## src/rtl/ppu_clock_monitor.sv

```systemverilog
// ppu_clock_monitor: synchronises a slow external clock and times its phases.
// Optional min/max period statistics are enabled by defining PPU_CLKMON_STATS_EN.
module ppu_clock_monitor #(
   parameter int SYNC_STAGES     = 2,
   parameter int PERIOD_BITS     = 16,
   parameter int TIMEOUT_CYCLES  = 64,
   parameter int MIN_HALF_CYCLES = 2
) (
   input  logic                   clock,
   input  logic                   reset,
   input  logic                   clk_i,
   input  logic                   clear_i,
   output logic                   clk_sync_o,
   output logic                   rise_o,
   output logic                   fall_o,
   output logic [31:0]            edge_counter_o,
   output logic [PERIOD_BITS-1:0] high_len_o,
   output logic [PERIOD_BITS-1:0] low_len_o,
   output logic                   period_valid_o,
   output logic                   running_o,
   output logic                   stopped_o,
   output logic                   glitch_o,
   output logic [PERIOD_BITS-1:0] min_period_o,
   output logic [PERIOD_BITS-1:0] max_period_o
);

   typedef enum logic [1:0] {
      IDLE,
      ARMED,
      RUN,
      STOPPED
   } state_t;

   localparam logic [PERIOD_BITS-1:0] ALL_ONES = '1;
   localparam logic [PERIOD_BITS-1:0] TIMEOUT  = PERIOD_BITS'(TIMEOUT_CYCLES);
   localparam logic [PERIOD_BITS-1:0] MIN_HALF = PERIOD_BITS'(MIN_HALF_CYCLES);

   state_t                 state_q;
   state_t                 state_d;
   logic [SYNC_STAGES-1:0] sync_q;
   logic                   sync_d1_q;
   logic                   rise_q;
   logic                   fall_q;
   logic [PERIOD_BITS-1:0] phase_cnt_q;
   logic [PERIOD_BITS-1:0] phase_len;
   logic                   got_high_q;
   logic                   got_low_q;
   logic                   edge_seen;
   logic                   capture;
   logic                   timed_out;

   assign clk_sync_o     = sync_q[SYNC_STAGES-1];
   assign rise_o         = rise_q;
   assign fall_o         = fall_q;
   assign edge_seen      = rise_q | fall_q;
   assign timed_out      = (phase_cnt_q == TIMEOUT);
   assign period_valid_o = got_high_q & got_low_q;
   assign running_o      = (state_q == RUN);
   assign stopped_o      = (state_q == STOPPED);

   // saturating phase_cnt+1: both the running count and the captured length
   assign phase_len = (phase_cnt_q == ALL_ONES) ? ALL_ONES
                                                : phase_cnt_q + PERIOD_BITS'(1);

   // a clear on the edge cycle swallows that edge entirely
   assign capture = edge_seen & ~clear_i
                  & ((state_q == ARMED) | (state_q == RUN));

   // input synchroniser followed by registered one-cycle edge pulses
   always_ff @(posedge clock) begin
      if (reset) begin
         sync_q    <= '0;
         sync_d1_q <= 1'b0;
         rise_q    <= 1'b0;
         fall_q    <= 1'b0;
      end else begin
         sync_q    <= {sync_q[SYNC_STAGES-2:0], clk_i};
         sync_d1_q <= sync_q[SYNC_STAGES-1];
         rise_q    <= sync_q[SYNC_STAGES-1] & ~sync_d1_q;
         fall_q    <= ~sync_q[SYNC_STAGES-1] & sync_d1_q;
      end
   end

   // state register
   always_ff @(posedge clock) begin
      if (reset) begin
         state_q <= IDLE;
      end else begin
         state_q <= state_d;
      end
   end

   // next state: edges advance the monitor, a long quiet phase stops it
   always_comb begin
      state_d = state_q;
      if (clear_i) begin
         state_d = IDLE;
      end else begin
         unique case (state_q)
            IDLE: begin
               if (edge_seen) state_d = ARMED;
            end
            ARMED: begin
               if (edge_seen) state_d = RUN;
               else if (timed_out) state_d = STOPPED;
            end
            RUN: begin
               if (!edge_seen && timed_out) state_d = STOPPED;
            end
            STOPPED: begin
               if (edge_seen) state_d = ARMED;
            end
            default: state_d = IDLE;
         endcase
      end
   end

   // phase timing, edge counting, length capture and glitch flag
   always_ff @(posedge clock) begin
      if (reset || clear_i) begin
         phase_cnt_q    <= '0;
         edge_counter_o <= '0;
         high_len_o     <= '0;
         low_len_o      <= '0;
         got_high_q     <= 1'b0;
         got_low_q      <= 1'b0;
         glitch_o       <= 1'b0;
      end else begin
         phase_cnt_q <= edge_seen ? '0 : phase_len;
         if (fall_q) edge_counter_o <= edge_counter_o + 32'd1;
         if (capture) begin
            if (fall_q) begin
               high_len_o <= phase_len;
               got_high_q <= 1'b1;
            end
            if (rise_q) begin
               low_len_o <= phase_len;
               got_low_q <= 1'b1;
            end
            if (phase_len < MIN_HALF) glitch_o <= 1'b1;
         end
         if (state_d == STOPPED) begin
            got_high_q <= 1'b0;
            got_low_q  <= 1'b0;
         end
      end
   end

`ifdef PPU_CLKMON_STATS_EN
   logic [PERIOD_BITS-1:0] high_new;
   logic [PERIOD_BITS-1:0] low_new;
   logic [PERIOD_BITS-1:0] period;
   logic [PERIOD_BITS:0]   period_sum;
   logic                   valid_new;

   // period as it will read after this cycle's capture
   always_comb begin
      high_new   = fall_q ? phase_len : high_len_o;
      low_new    = rise_q ? phase_len : low_len_o;
      valid_new  = (got_high_q | fall_q) & (got_low_q | rise_q);
      period_sum = {1'b0, high_new} + {1'b0, low_new};
      period     = period_sum[PERIOD_BITS] ? ALL_ONES
                                           : period_sum[PERIOD_BITS-1:0];
   end

   // running min/max of complete periods
   always_ff @(posedge clock) begin
      if (reset || clear_i) begin
         min_period_o <= ALL_ONES;
         max_period_o <= '0;
      end else if (capture && valid_new) begin
         if (period < min_period_o) min_period_o <= period;
         if (period > max_period_o) max_period_o <= period;
      end
   end
`else
   assign min_period_o = ALL_ONES;
   assign max_period_o = '0;
`endif

endmodule

```

## config.mk

```make
export PLATFORM = sky130hd
export DESIGN_NAME = ppu_clock_monitor
export DESIGN_NICKNAME = d
export VERILOG_FILES = /design/src/rtl/ppu_clock_monitor.sv
export SDC_FILE = /design/constraint.sdc
export NUM_CORES = 1
export LEC_CHECK = 0
export BUFFER_PORTS_ARGS = -buffer_cell sky130_fd_sc_hd__buf_2
export CAP_MARGIN = 0
export CORE_UTILIZATION = 53
export DETAILED_ROUTE_END_ITERATION = 8
export PLACE_DENSITY = 0.8
export SLEW_MARGIN = 20
export SYNTH_ARGS = -nofsm -noshare
export SYNTH_HDL_FRONTEND = slang
export SYNTH_SLANG_ARGS = --single-unit
```

## constraint.sdc

```tcl
create_clock -name clock -period 2.5 [get_ports clock]
set_input_delay 0.125 -clock clock [delete_from_list [all_inputs] [get_ports clock]]
set_output_delay 0.125 -clock clock [all_outputs]
set_load 0.01 [all_outputs]
```

# Word-level counts from Yosys, hierarchy flattened
# Cells that the tools add are included.
# word_totals
input_bits,4
word_cells,48
regBits,90
output_inout_bits,103
# op_classes
n_reduce_logical,10
eq_ne,6
bitwise_logic,10
order_cmp,1
mux,7
addsub,2
# ops
operator,count
adder 32 x 1 -> 32 bit (second input constant),1
adder 16 x 1 -> 16 bit (second input constant),1
equality test 16 bit (second input constant),1
equality test 16 x 7 -> 1 bit (second input constant),1
less-than comparator 16 x 2 -> 1 bit (second input constant),1
two-way mux 16 bit,1
two-way mux 2 bit,5
equality test 2 bit (second input constant),3
one-hot mux 2 bit (3 select lines),1
AND reduction 2 bit,3
OR reduction 2 bit,3
bitwise AND 1 bit,5
inverter 1 bit,3
equality test 2 x 1 -> 1 bit (second input constant),1
zero test 2 bit,1
OR 1 bit,2
logical AND 1 bit,1
zero test 1 bit,1
logical OR 1 bit,1

# Depth between registers and ports, before layout
# Gate-level depths: netlist of the first run.
# logic_depth
depth_word,8
depth_mapped,7
ltp_nobuf,7

# Worst setup path after synthesis of the first run
# Ideal clock, no wire load.
# synth_path
path_type,register -> register
start,register state_q[0]
end,register low_len_o[10]
t_required_ns,2.372
period_less_slack_ns,1.764
path_stages_with_launch,7
arrival_time_ns,1.636
slack_ns,0.736
path_buffers,1
path_cell_list,dfxtp_1 inv_1 ha_1 nor3b_1 clkbuf_1 mux2i_1 nor2_1
# synth_between
elab_chain_cells,4
# synth_rtl
element,line_no,text
from (decl),38,state_t state_q;
from (signal assigned),89,state_q <= state_d;
equality test 2 x 1 -> 1 bit / equality test 2 bit (equally long branches),67,& ((state_q == ARMED) | (state_q == RUN));
OR 1 bit *,67,
bitwise AND 1 bit *,67,
AND reduction 2 bit (no source line) *,--,
to (signal assigned),137,low_len_o <= phase_len;
to (decl),18,"output logic [PERIOD_BITS-1:0] low_len_o,"
# Mark *: on every way between the ends. The rest lies on a longest branch, timed or not.
# A chain may end at the register's enable or synchronous reset.

# Worst setup path in the final report of the first run
# layout_path
start,register edge_counter_o[0]
end,register edge_counter_o[22]
# layout_between
elab_chain_cells,1
# layout_rtl
element,line_no,text
from (decl),16,"output logic [31:0] edge_counter_o,"
from (signal assigned),130,if (fall_q) edge_counter_o <= edge_counter_o + 32'd1;
adder 32 x 1 -> 32 bit,130,
# Every way passes these cells.

==> flow_metrics.tcl, run 1 <==
set metrics [dict create \
    stdcell_count 657 \
    drt_iter0_markers 160 \
    syn_area_per_cell_um2 8.75 \
    finalSetupViolCount 0 \
    die_y_um 91.1 \
    grt_pass1_vias 3152 \
    ios 107 \
    place_area_um2 4530 \
    finalSetupTns_ns 0 \
    clockBufferDepth 2 \
    synthesis.area_um2 4210 \
    via_per_inst 5.25 \
    p_leak_nw 1.87 \
    synth.area.top_cells "dfxtp_1 (43%), nor2_1 (8.7%), buf_4 (5.9%)" \
    maxSlewHeadroom_pct 56.8 \
    synth-seq-cells 90 \
    grt_max_degree 64 \
    worst_ep_required_time_ns 2.72 \
    post_cts.repair.setup_buffers 0 \
    vias 3449 \
    design_area_um2 4760 \
    yosysTopAreaCell "dfxtp_1" \
    firstDrtPassIters 4 \
    yosysSeqAreaShare_pct 42.8 \
    n_fill_cell 690 \
    critPathMaxStageDelay_ns 0.53 \
    end_kind "flip-flop" \
    crit_fanout 14 \
    cts_buffers 9 \
    grt_antenna_before_repair 0 \
    hp-class "input pin to flip-flop" \
    synth_cells 481 \
    nets 560 \
    grt_setup_unrepaired "false" \
    wl_um 9170 \
    crit_chain "ha_1, nand3_1, or2_1, nor4b_1, xnor2_1, nor2_1" \
    yosys_warnings 0 \
    ant_nets 0 \
    slew_viol_final 0 \
    slowest_stage "nor4b_1" \
    cts-root-buf "clkbuf_8" \
    gp_congestion 0.892 \
    cts_tree "yes" \
    hold_violations 0 \
    diodes 0 \
    io_buffer_count 74 \
    ir_worst_vdd_mv 0.332 \
    grt_usage_pct 23.2 \
    grt_pass1_wl_um 15300 \
    coreArea_um2 7690 \
    cts-resized-gates 0 \
    period_share_pct 82.1 \
    die_width_um 91.1 \
    clk_pin_slew_ns 0.10 \
    area_growth_pct 13.2 \
    cts_hold_buf 3 \
    reg2reg_depth 6 \
    hpwlAfterDp_um 6570 \
    worst_pin_slew_ns 0.647 \
    drive_above_1_share_pct 20.7 \
    status "complete, no violations" \
    row_count 32 \
    startpoint_type "flip-flop" \
    wl_per_cell_um 13.9 \
    hold_path_depth 3 \
    route.detailed.drc 0 \
    powerDensity_nw_per_um2 530 \
    dp_slack_ns 0.469 \
    synth-edff-count 0 \
    cp.arrival_ns 2.28 \
    clk_latency_ns 0.36 \
    finalWorstSetupSlack_ns 0.448 \
    cap_violations 0 \
    crit_type "flip-flop to flip-flop" \
    grt_overflow_total 0 \
    yosys.area.top_type_share_pct 42.8 \
    final.min_clock_period_ns 2.05 \
    synthArstFlopShare_pct 0 \
    ys_types 50 \
    timing.fmax_ghz 0.487 \
    place_inst 638 \
    clock_skew_ns 0.0132 \
    ys.flop_type "dfxtp_1" \
    start_util_pct 54.7 \
    dieArea_um2 8300 \
    htree_levels 3 \
    clkSinkCount 90 \
]
stage by stage:
stage	hold slack, ns	total power, mW	util [%]
5_1_grt	0.207	2.63	61.9
3_5_place_dp	0.338	1.55	58.9
2_1_floorplan	0.197	1.57	-
3_3_place_gp	0.347	1.55	58.9
6_report	0.196	2.52	61.9
4_1_cts	0.185	2.55	61.9
layer usage:
metal	vias up	GRT usage (%)	routed length [um]
met4	0	7.14	160
li1	1727	-	-
met5	-	0	0
met3	14	5.95	510
met1	1596	30.2	4200
met2	112	37.8	4290
worst paths after layout:
| check | startpoint | to | slack (ns) |
|---|---|---|---|
| hold / removal | clear_i | edge_counter_o[31] | 0.20 |
| setup reg to reg | edge_counter_o[0] | edge_counter_o[22] | 0.45 |
| hold reg to reg | sync_d1_q | rise_o | 0.41 |
| setup / recovery | edge_counter_o[0] | edge_counter_o[22] | 0.45 |
cell usage in the layout (no fill, tap or decap), types with 3 or more instances in the layout:
cell type,netlist,layout
a211oi_1,26,26
a21oi_1,11,11
and2_1,4,4
and3_1,5,5
and4_1,5,5
buf_2,8,74
buf_4,33,5
clkbuf_8,0,9
conb_1,2,32
dfxtp_1,90,90
dlygate4sd3_1,0,3
ha_1,6,6
inv_1,14,14
mux2_2,3,3
mux2i_1,10,10
nand2_1,20,20
nand2b_1,3,3
nand3_1,13,13
nand4_1,8,8
nor2_1,97,97
nor2b_1,4,4
nor3_1,9,9
nor4_1,13,13
o2111ai_1,3,3
o21ai_0,9,9
or2_2,2,3
or3_1,5,5
xnor2_1,27,27
xor2_1,9,9
kinds of logic (layout without fill, tap and decap cells):
group | Yosys count | after routing | synth area share, %
compound gates | 56 | 56 | 9.34
xor+xnor | 36 | 36 | 7.49
fa+ha+maj | 6 | 6 | 1.78
buf+inv | 68 | 112 | 9.25
flops | 90 | 90 | 42.8
mux | 13 | 13 | 3.18
other cells | 2 | 32 | 0.178
simple gates | 210 | 210 | 26.0
state kept, by name (all words and copies together) (netlist names):
register and cells:
edge_counter_o 32, fall_o 1, glitch_o 1, got_high_q 1, got_low_q 1, high_len_o 16, low_len_o 16, phase_cnt_q 16
rise_o 1, state_q 2, sync_d1_q 1, sync_q 2
Yosys cell counts, types with 4 or more instances:
cell type,count
nor2_1,97
dfxtp_1,90
buf_4,33
xnor2_1,27
a211oi_1,26
nand2_1,20
inv_1,14
nand3_1,13
nor4_1,13
a21oi_1,11
clkbuf_1,10
mux2i_1,10
nor3_1,9
o21ai_0,9
xor2_1,9
buf_2,8
nand4_1,8
ha_1,6
and3_1,5
and4_1,5
or3_1,5
and2_1,4
nor2b_1,4
critical path, delay by kind of cell, from the launching register on:
family / cells / cell delay [ns]
simple gates: 4 / 1.10
xor+xnor: 1 / 0.19
flops: 1 / 0.42
fa+ha+maj: 1 / 0.21
final cells by class:
class                           instances  area, um^2  share of cell area [%]
Multi-Input combinational cell        353        2140                    44.9
Sequential cell                        90        1800                    37.8
Timing Repair Buffer                   82         438                    9.20
Clock buffer                           10         128                    2.68
Tap cell                              102         128                    2.68
Clock inverter                          6        75.1                    1.58
Inverter                               14        52.6                    1.10
power breakdown:
| part | switching, mW | internal, mW | total (mW) |
|---|---|---|---|
| logic | 0.0603 | 0.0172 | 0.0775 |
| registers | 0.00529 | 1.44 | 1.44 |
| clock network | 0.527 | 0.476 | 1.00 |
| total | 0.593 | 1.93 | 2.52 |
No activity file was read; power rests on OpenSTA's default activity.
==> run 2, diff against run 1 <==
--- a/config.mk
+++ b/config.mk
@@ -7,9 +7,9 @@
 export LEC_CHECK = 0
 export BUFFER_PORTS_ARGS = -buffer_cell sky130_fd_sc_hd__buf_2
 export CAP_MARGIN = 0
-export CORE_UTILIZATION = 53
+export CORE_UTILIZATION = 48
 export DETAILED_ROUTE_END_ITERATION = 8
-export PLACE_DENSITY = 0.8
+export PLACE_DENSITY = 0.76
 export SLEW_MARGIN = 20
 export SYNTH_ARGS = -nofsm -noshare
 export SYNTH_HDL_FRONTEND = slang
==> constraint.sdc (replaced) <==
create_clock -name clock -period 1.75 [get_ports clock]
set_input_delay 0.0875 -clock clock [delete_from_list [all_inputs] [get_ports clock]]
set_output_delay 0.0875 -clock clock [all_outputs]
set_load 0.01 [all_outputs]
==> run 2 against run 1 <==
Effect of this change:
- the run now ends with negative setup slack left
- largest power group unchanged
- sequential power is 43% higher
- maximum frequency is 15% higher
- design area is 16% higher
- worst hold slack better by 0.11 ns
- non-clock buffer count is 64 higher
- utilization is 4.4 points higher
- critical path type unchanged
- via count is 11% higher
==> flow_metrics.tcl, run 2 (synthesis results as in run 1) <==
set metrics [dict create \
    grt_pass1_wl_um 15800 \
    final.min_clock_period_ns 1.79 \
    wl_um 10700 \
    grt_usage_pct 22.5 \
    coreArea_um2 8340 \
    grt_setup_unrepaired "true" \
    io_buffer_count 74 \
    power.switching_uw 884 \
    finalWorstSetupSlack_ns -0.0414 \
    clk_latency_ns 0.36 \
    worst_pin_slew_ns 0.689 \
    end_kind "flip-flop" \
    hold_violations 0 \
    clkPwrFrac_pct 41.9 \
    gp_congestion 0.952 \
    nets 624 \
    slew_viol_final 0 \
    hp-class "input pin to flip-flop" \
    row_count 33 \
    clockBufferDepth 2 \
    via_per_inst 5.29 \
    start_util_pct 50.5 \
    cts_buffers 9 \
    p_leak_nw 2.30 \
    finalSetupViolCount 8 \
    crit_fanout 7 \
    grt_overflow_total 0 \
    hpwlAfterDp_um 7170 \
    timing.fmax_ghz 0.558 \
    startpoint_type "flip-flop" \
    cp.arrival_ns 2.07 \
    combPwrFrac_pct 3.9 \
    area_growth_pct 31.5 \
    power.share.switching_pct 23.3 \
    die_width_um 95.6 \
    pwr-share-seq_pct 54.2 \
    status "finished, violations left" \
    ant_nets 0 \
    maxSlewHeadroom_pct 54.1 \
    cap_violations 0 \
    powerDensity_nw_per_um2 687 \
    grt_max_degree 64 \
    drt_iter0_markers 212 \
    clk_pin_slew_ns 0.09 \
    fin_util_pct 66.3 \
    route.detailed.drc 0 \
    largest_reg_flops 32 \
    clkSinkCount 90 \
    p_int_mw 2.92 \
    most-common-layout-cells "nor2_1 (97), dfxtp_1 (79), buf_2 (74), buf_4 (61), conb_1 (32)" \
    die_y_um 95.6 \
    wl_per_cell_um 14.7 \
    grt_pass1_vias 3274 \
    drive_above_1_share_pct 34.9 \
    cts_tree "yes" \
    diodes 0 \
    layout_commonest_cell "nor2_1" \
    crit_type "flip-flop to flip-flop" \
    largest_register "edge_counter_o" \
    period_share_pct 102 \
    htree_levels 3 \
    ios 107 \
    failed_checks "negative setup slack" \
    worst_ep_required_time_ns 2.03 \
    ir_worst_vdd_mv 0.516 \
    cts-root-buf "clkbuf_8" \
    firstDrtPassIters 5 \
    dp_slack_ns -0.0752 \
    hold_ws_ns 0.307 \
    vias 3827 \
    clock_skew_ns 0.00850 \
    grt_antenna_before_repair 0 \
    dieArea_um2 9150 \
]
## run 2: cell types whose count changed in the layout (fill, tap and decap cells not counted), moves of 3 or more
cell,change
nor4_1,-5
or2_4,+3
buf_6,+6
a211oi_2,+6
a211oi_1,-6
nor4_2,+3
dfxtp_1,-11
nor3_2,+3
buf_4,+56
nor3_1,-3
dfxtp_2,+11
## run 2: power groups by stage
stage	Combinational, mW	Sequential [mW]	Clock (mW)
after floorplan	0.135	2.11	0
after global placement	0.118	2.10	0
after detailed placement	0.120	2.11	0
after CTS	0.130	2.06	1.62
after global routing	0.166	2.06	1.71
final	0.149	2.06	1.59
## run 2: final cells by class
type	count	area [um^2]
Fill cell	660	2810
Multi-Input combinational cell	353	2330
Sequential cell	90	1820
Timing Repair Buffer	146	971
Tap cell	105	131
Clock buffer	9	124
Clock inverter	7	100
Inverter	14	57.6
## run 2: worst max-delay path: stages (launching register included)
cell      delay, ns
dfxtp_1        0.34
inv_1          0.04
ha_1           0.34
buf_4          0.18
nor3b_4        0.25
buf_4          0.18
buf_6          0.14
nor2_1         0.05
a211oi_1       0.18
## run 2: worst paths after layout
kind              cells past startpoint  slack [ns]      endpoint       start
hold reg to reg                       1        0.43        rise_o   sync_d1_q
setup / recovery                      8       -0.04  low_len_o[2]  state_q[0]
hold / removal                        5        0.31  low_len_o[0]     clear_i
setup reg to reg                      8       -0.04  low_len_o[2]  state_q[0]
## run 2: per-layer routing
layer	up-vias	global-route usage (%)	part of all wire, %
met1	1821	29.2	45
met2	135	37.4	48
met4	0	7.34	1.4
li1	1856	-	-
met5	-	0	0
met3	15	4.31	4.9
## run 2: stage by stage
stage	power (mW)	TNS (ns)	cells	instance area, um^2
after floorplan	2.24	0	511	4320
after global placement	2.22	0	695	4950
after detailed placement	2.23	-0.537	695	4950
after CTS	3.81	-0.0000455	715	5280
after global routing	3.93	-1.28	724	5530
final	3.80	-0.148	724	5530
## run 2: what timing repair did
item                                   CTS  global route
setup endpoints to repair               17            51
gates cloned                             0             2
endpoints found under the hold margin    4             0
pin swaps                                2            11
hold buffers                             3             0
gates resized for setup                 12            45
setup buffers                            1             7
